==> src/rtl/hotkey_ctrl_pkg.sv <==
// Shared types for the hotkey controller: SysCfg bundle, pad bit map,
// hotkey FSM state and request selector.
package hotkey_ctrl_pkg;

    localparam int PAD_I      = 0;
    localparam int PAD_II     = 1;
    localparam int PAD_SELECT = 2;
    localparam int PAD_RUN    = 3;
    localparam int PAD_UP     = 4;
    localparam int PAD_RIGHT  = 5;
    localparam int PAD_DOWN   = 6;
    localparam int PAD_LEFT   = 7;

    typedef struct packed {
        logic [7:0] key_save;
        logic [7:0] key_load;
        logic [7:0] key_menu;
    } SysCfg;

    typedef enum logic [1:0] {
        IDLE,
        HOLD,
        FIRE,
        WAIT_REL
    } HkState;

    typedef enum logic [1:0] {
        HK_MENU,
        HK_SAVE,
        HK_LOAD
    } HkSel;

endpackage

==> src/rtl/hotkey_ctrl_joy_sniff.sv <==
// Joypad port sniffer: rebuilds pad 0 from the SEL/CLR nibble reads and
// forces the pad to idle when scans stop arriving.
module hotkey_ctrl_joy_sniff #(
    parameter int TIMEOUT_CLK = 4000000
) (
    input  logic       clk,
    input  logic       rst,
    input  logic       joy_rd,
    input  logic       joy_sel,
    input  logic       joy_clr,
    input  logic [3:0] joy_dat,
    output logic [7:0] pad_state,
    output logic       pad_vld
);

    localparam int TW = $clog2(TIMEOUT_CLK + 1);
    localparam logic [TW-1:0] TMAX = TW'(TIMEOUT_CLK);

    logic [3:0]    dir;
    logic [3:0]    btn;
    logic          dir_got;
    logic          btn_got;
    logic          done;
    logic [TW-1:0] tcnt;

    logic rd_ok;
    logic rd_dir;
    logic rd_btn;
    logic commit;

    // done blocks pads 2-5 of a multitap until the next clr
    assign rd_ok  = joy_rd & ~joy_clr & ~done;
    assign rd_dir = rd_ok & joy_sel & ~dir_got;
    assign rd_btn = rd_ok & ~joy_sel & ~btn_got;
    assign commit = (rd_dir & btn_got) | (rd_btn & dir_got);

    always_ff @(posedge clk) begin
        if (rst) begin
            dir       <= 4'h0;
            btn       <= 4'h0;
            dir_got   <= 1'b0;
            btn_got   <= 1'b0;
            done      <= 1'b0;
            tcnt      <= '0;
            pad_state <= 8'h00;
            pad_vld   <= 1'b0;
        end else begin
            pad_vld <= 1'b0;
            if (joy_clr) begin
                dir_got <= 1'b0;
                btn_got <= 1'b0;
                done    <= 1'b0;
            end else if (commit) begin
                dir_got <= 1'b0;
                btn_got <= 1'b0;
                done    <= 1'b1;
            end else begin
                if (rd_dir) begin
                    dir     <= ~joy_dat;
                    dir_got <= 1'b1;
                end
                if (rd_btn) begin
                    btn     <= ~joy_dat;
                    btn_got <= 1'b1;
                end
            end

            if (commit) begin
                pad_state <= {rd_dir ? ~joy_dat : dir,
                              rd_btn ? ~joy_dat : btn};
                pad_vld   <= 1'b1;
                tcnt      <= '0;
            end else if (tcnt != TMAX) begin
                tcnt <= tcnt + TW'(1);
                if (tcnt == TMAX - TW'(1)) begin
                    pad_state <= 8'h00;
                    pad_vld   <= 1'b1;
                end
            end
        end
    end

endmodule

==> src/rtl/hotkey_ctrl.sv <==
// Hotkey controller: matches the sniffed pad against the configured combos
// and issues one save/load/menu request per held-and-released press.
module hotkey_ctrl
    import hotkey_ctrl_pkg::*;
#(
    parameter int HOLD_FRAMES = 3,
    parameter int TIMEOUT_CLK = 4000000
) (
    input  logic       clk,
    input  logic       rst,
    input  SysCfg      cfg,
    input  logic       joy_rd,
    input  logic       joy_sel,
    input  logic       joy_clr,
    input  logic [3:0] joy_dat,
    output logic [7:0] pad_state,
    output logic       pad_vld,
    output logic       req_save,
    output logic       req_load,
    output logic       req_menu
);

    localparam logic [3:0] HOLD_N = 4'(HOLD_FRAMES);

    HkState     state;
    HkState     state_nx;
    HkSel       sel;
    HkSel       sel_nx;
    HkSel       hit_sel;
    logic [3:0] hold_cnt;
    logic [3:0] cnt_nx;
    logic       hit_menu;
    logic       hit_save;
    logic       hit_load;
    logic       any_hit;

    hotkey_ctrl_joy_sniff #(
        .TIMEOUT_CLK(TIMEOUT_CLK)
    ) u_sniff (
        .clk      (clk),
        .rst      (rst),
        .joy_rd   (joy_rd),
        .joy_sel  (joy_sel),
        .joy_clr  (joy_clr),
        .joy_dat  (joy_dat),
        .pad_state(pad_state),
        .pad_vld  (pad_vld)
    );

    assign hit_menu = (cfg.key_menu != 8'h00) && (pad_state == cfg.key_menu);
    assign hit_save = (cfg.key_save != 8'h00) && (pad_state == cfg.key_save);
    assign hit_load = (cfg.key_load != 8'h00) && (pad_state == cfg.key_load);
    assign any_hit  = hit_menu | hit_save | hit_load;

    always_comb begin
        hit_sel = HK_LOAD;
        if (hit_menu)      hit_sel = HK_MENU;
        else if (hit_save) hit_sel = HK_SAVE;
    end

    always_ff @(posedge clk) begin
        if (rst) begin
            state    <= IDLE;
            sel      <= HK_MENU;
            hold_cnt <= 4'd0;
        end else begin
            state    <= state_nx;
            sel      <= sel_nx;
            hold_cnt <= cnt_nx;
        end
    end

    always_comb begin
        state_nx = state;
        sel_nx   = sel;
        cnt_nx   = hold_cnt;
        req_menu = 1'b0;
        req_save = 1'b0;
        req_load = 1'b0;
        case (state)
            IDLE: begin
                if (pad_vld && any_hit) begin
                    sel_nx   = hit_sel;
                    cnt_nx   = 4'd1;
                    state_nx = (HOLD_FRAMES == 1) ? FIRE : HOLD;
                end
            end
            HOLD: begin
                if (pad_vld) begin
                    if (any_hit && hit_sel == sel) begin
                        cnt_nx = hold_cnt + 4'd1;
                        if (cnt_nx == HOLD_N) state_nx = FIRE;
                    end else if (any_hit) begin
                        sel_nx = hit_sel;
                        cnt_nx = 4'd1;
                    end else begin
                        cnt_nx   = 4'd0;
                        state_nx = IDLE;
                    end
                end
            end
            FIRE: begin
                state_nx = WAIT_REL;
                case (sel)
                    HK_MENU: req_menu = 1'b1;
                    HK_SAVE: req_save = 1'b1;
                    HK_LOAD: req_load = 1'b1;
                    default: ;
                endcase
            end
            WAIT_REL: begin
                // a timeout also commits pad_state == 0, so it releases too
                if (pad_vld && pad_state == 8'h00) begin
                    cnt_nx   = 4'd0;
                    state_nx = IDLE;
                end
            end
            default: begin
                cnt_nx   = 4'd0;
                state_nx = IDLE;
            end
        endcase
    end

endmodule

==> config.mk <==
export PLATFORM = sky130hd
export DESIGN_NAME = hotkey_ctrl
export DESIGN_NICKNAME = d
export VERILOG_FILES = /design/src/rtl/hotkey_ctrl_pkg.sv /design/src/rtl/hotkey_ctrl_joy_sniff.sv /design/src/rtl/hotkey_ctrl.sv
export SDC_FILE = /design/constraint.sdc
export NUM_CORES = 1
export LEC_CHECK = 0
export ABC_AREA = 1
export CAP_MARGIN = 30
export CORE_ASPECT_RATIO = 0.75
export CORE_MARGIN = 8
export CORE_UTILIZATION = 45
export DETAILED_ROUTE_END_ITERATION = 7
export MAX_ROUTING_LAYER = met4
export PLACE_DENSITY = 0.66
export SYNTH_ARGS = -nofsm -noshare
export SYNTH_HDL_FRONTEND = slang
export SYNTH_SLANG_ARGS = --single-unit
==> constraint.sdc <==
create_clock -name clk -period 2.4 [get_ports clk]
set_input_delay 0.48 -clock clk [delete_from_list [all_inputs] [get_ports clk]]
set_output_delay 0.48 -clock clk [all_outputs]
set_load 0.005 [all_outputs]
==> impl_results.md <==
* Status: complete, no violations
* Max IR drop VDD at 258 uV
* PwrDens at 401 nW/um^2
* RSZ-0062 raised after global routing: no
* Routed Antenna Nets at 0
* Largest net degree at the start of global routing at 20
* Fin crit share at 0.921
* Initial DRC Count at 141
* Final Max Tran Viols at 0
* EDFF count, synth at 0
* Synth-to-layout area growth at 22.0%
* Die ar. at 10100 sq um
* Share of layout cells above drive strength 1 at 0.148
* Critical Path RT at 1.92 ns
* Pre-antenna DRT Iters at 4
* Most frequent cells in the layout: nand2_1, inv_1, nor2_1
* Synth Flop Type: dfxtp_1
* Vias in the first global route at 2823
* Die H at 89.0 um
* Setup Buffers After CTS at 0
* FMAX at 452 MHz
* Initial antenna violation count at 0
* Worst-margin pin slew at 0.668 ns
* Worst-path maximum fanout at 5
* Hold Crit Class: reg2reg
* Via density at 4.89
* Syn Inst Count at 490
* Clk slew on worst S/H paths at 0.10 ns
* Post-CTS sizing at 0
* Cts hold-fix bufs at 0
* Worst slew margin at 0.551
* Most common cell after layout, fill and taps aside: nand2_1
* Final Setup Violations at 0
* Num rows at 26
* Worst EP arrival at 1.73 ns
* GRT overflow at 0
* Post-DP HPWL at 6120 um
* CTS tree: built
* Crit path kind: reg2out
* Longest Clk Path Bufs at 2
* Root Buffer: clkbuf_8
* Die X at 113 um
* Final Hold Fails at 0
* Share of flip-flops with an asynchronous set or reset at 0
* Wirelength per Cell at 12.0 um
* Leak at 1.51 nW
* CP endpoint kind: primary output
* Max-Cap Viols at 0
* Synth unique cells at 41
* Syn Area/Cell at 6.53 sq um
* I/O Pins at 45
* Mapped Nets at 527
* CP Launch Type: register
* DR vias at 3156
* DRC errors left at 0
* Layout Skew at 0.0102 ns
* Setup TNS Final at 0 ns
* Routability cong. at 0.863
* WHS at 0.469 ns
* Crit path time final at 2.21 ns
* Synthesized cell area at 3200 sq um
* First-pass GRT wire length at 13100 um
* CTS H-tree depth at 2
* Nets at 583
* Clk Latency, worst-skew pair at 0.31 ns
* GRT Util Overall at 0.163
* Total CTS buffers at 5
* Overall power at 1.57 mW
* Routed wire length at 7730 um
* Sequential fraction of the synthesis area at 0.313
* ANT cells at 0
* Core Box Area at 6860 sq um
* Port Buffers at 44
* Initial core utilization at 0.466
* Clk sink count at 50
* Yosys warns at 0
* FF+latch count, synth at 50
-- per-layer routing --
metal / share of wire / up-vias / global-route usage
met2: 0.40 / 75 / 0.247
met5: 0 / - / -
li1: - / 1676 / -
met3: 0.060 / 7 / 0.0324
met1: 0.53 / 1398 / 0.221
met4: 0.0062 / 0 / 0.0313
-- flip-flops by register name (all words and copies together) (netlist names), named ones only --
signal	cells
u_sniff.tcnt	22
u_sniff.pad_state	8
hold_cnt	4
u_sniff.btn	4
u_sniff.dir	4
sel	2
state	1
u_sniff.btn_got	1
u_sniff.dir_got	1
u_sniff.done	1
u_sniff.pad_vld	1
-- worst max-delay path: stages, from the launching register on --
cell and delay, ns:
dfxtp_1 0.40, inv_1 0.09, nor2_1 0.14, inv_1 0.12, nor3_1 0.16, clkdlybuf4s50_1 0.53
-- final cells by class --
type	instances	area (sq um)
Fill cell	690	2960
Multi-Input combinational cell	361	1890
Sequential cell	50	1000
Timing Repair Buffer	54	515
Inverter	74	279
Tap cell	98	123
Clock buffer	6	82.6
Clock inverter	2	16.3
-- worst paths after layout --
path	depth (start not counted)	from	slack, ns	endpoint
worst max-delay path	5	register	0.19	req_load
worst min-delay path	2	u_sniff.btn[1]	0.47	u_sniff.btn[1]
worst max register to register	12	u_sniff.tcnt[1]	0.42	u_sniff.pad_state[4]
worst min register to register	2	u_sniff.btn[1]	0.47	u_sniff.btn[1]
-- power by group --
group          total (mW)  leakage, nW  switching (mW)  internal, mW
clock network       0.532       0.0478           0.295         0.238
registers           0.844        0.404         0.00652         0.837
logic               0.189         1.05          0.0940        0.0953
total                1.57         1.51           0.395          1.17
-- synth_stat cells, drive strengths merged, types with 2 or more instances --
library cell / count / area, sq um
a21oi: 41 / 209
buf: 3 / 23.8
clkbuf: 2 / 7.51
clkinv: 2 / 8.75
dfxtp: 50 / 1000
ha: 4 / 50.1
inv: 72 / 270
nand2: 144 / 608
nand3: 37 / 250
nand3b: 2 / 18.8
nand4: 9 / 62.6
nor2: 59 / 261
nor3: 16 / 90.1
nor4: 5 / 31.3
o21ai: 22 / 121
or2: 4 / 25.0
xnor2: 9 / 86.3
xor2: 4 / 35.0
-- logic make-up after synthesis --
| group | count (synthesis) | share of synthesized area |
|---|---|---|
| compound gates | 66 | 0.111 |
| xor+xnor | 13 | 0.0379 |
| fa+ha+maj | 4 | 0.0156 |
| buf+inv | 79 | 0.0969 |
| flops | 50 | 0.313 |
| simple gates | 278 | 0.425 |
-- metrics by stage --
step	utilization	instances	area, sq um	setup slack [ns]
5_1_grt	0.569	645	3910	0.0705
3_5_place_dp	0.555	637	3810	0.0562
2_1_floorplan	-	490	3200	0.633
4_1_cts	0.569	645	3910	0.159
6_report	0.569	645	3910	0.189
3_3_place_gp	0.555	637	3810	0.0883
Power figures use the tool's default switching activity.
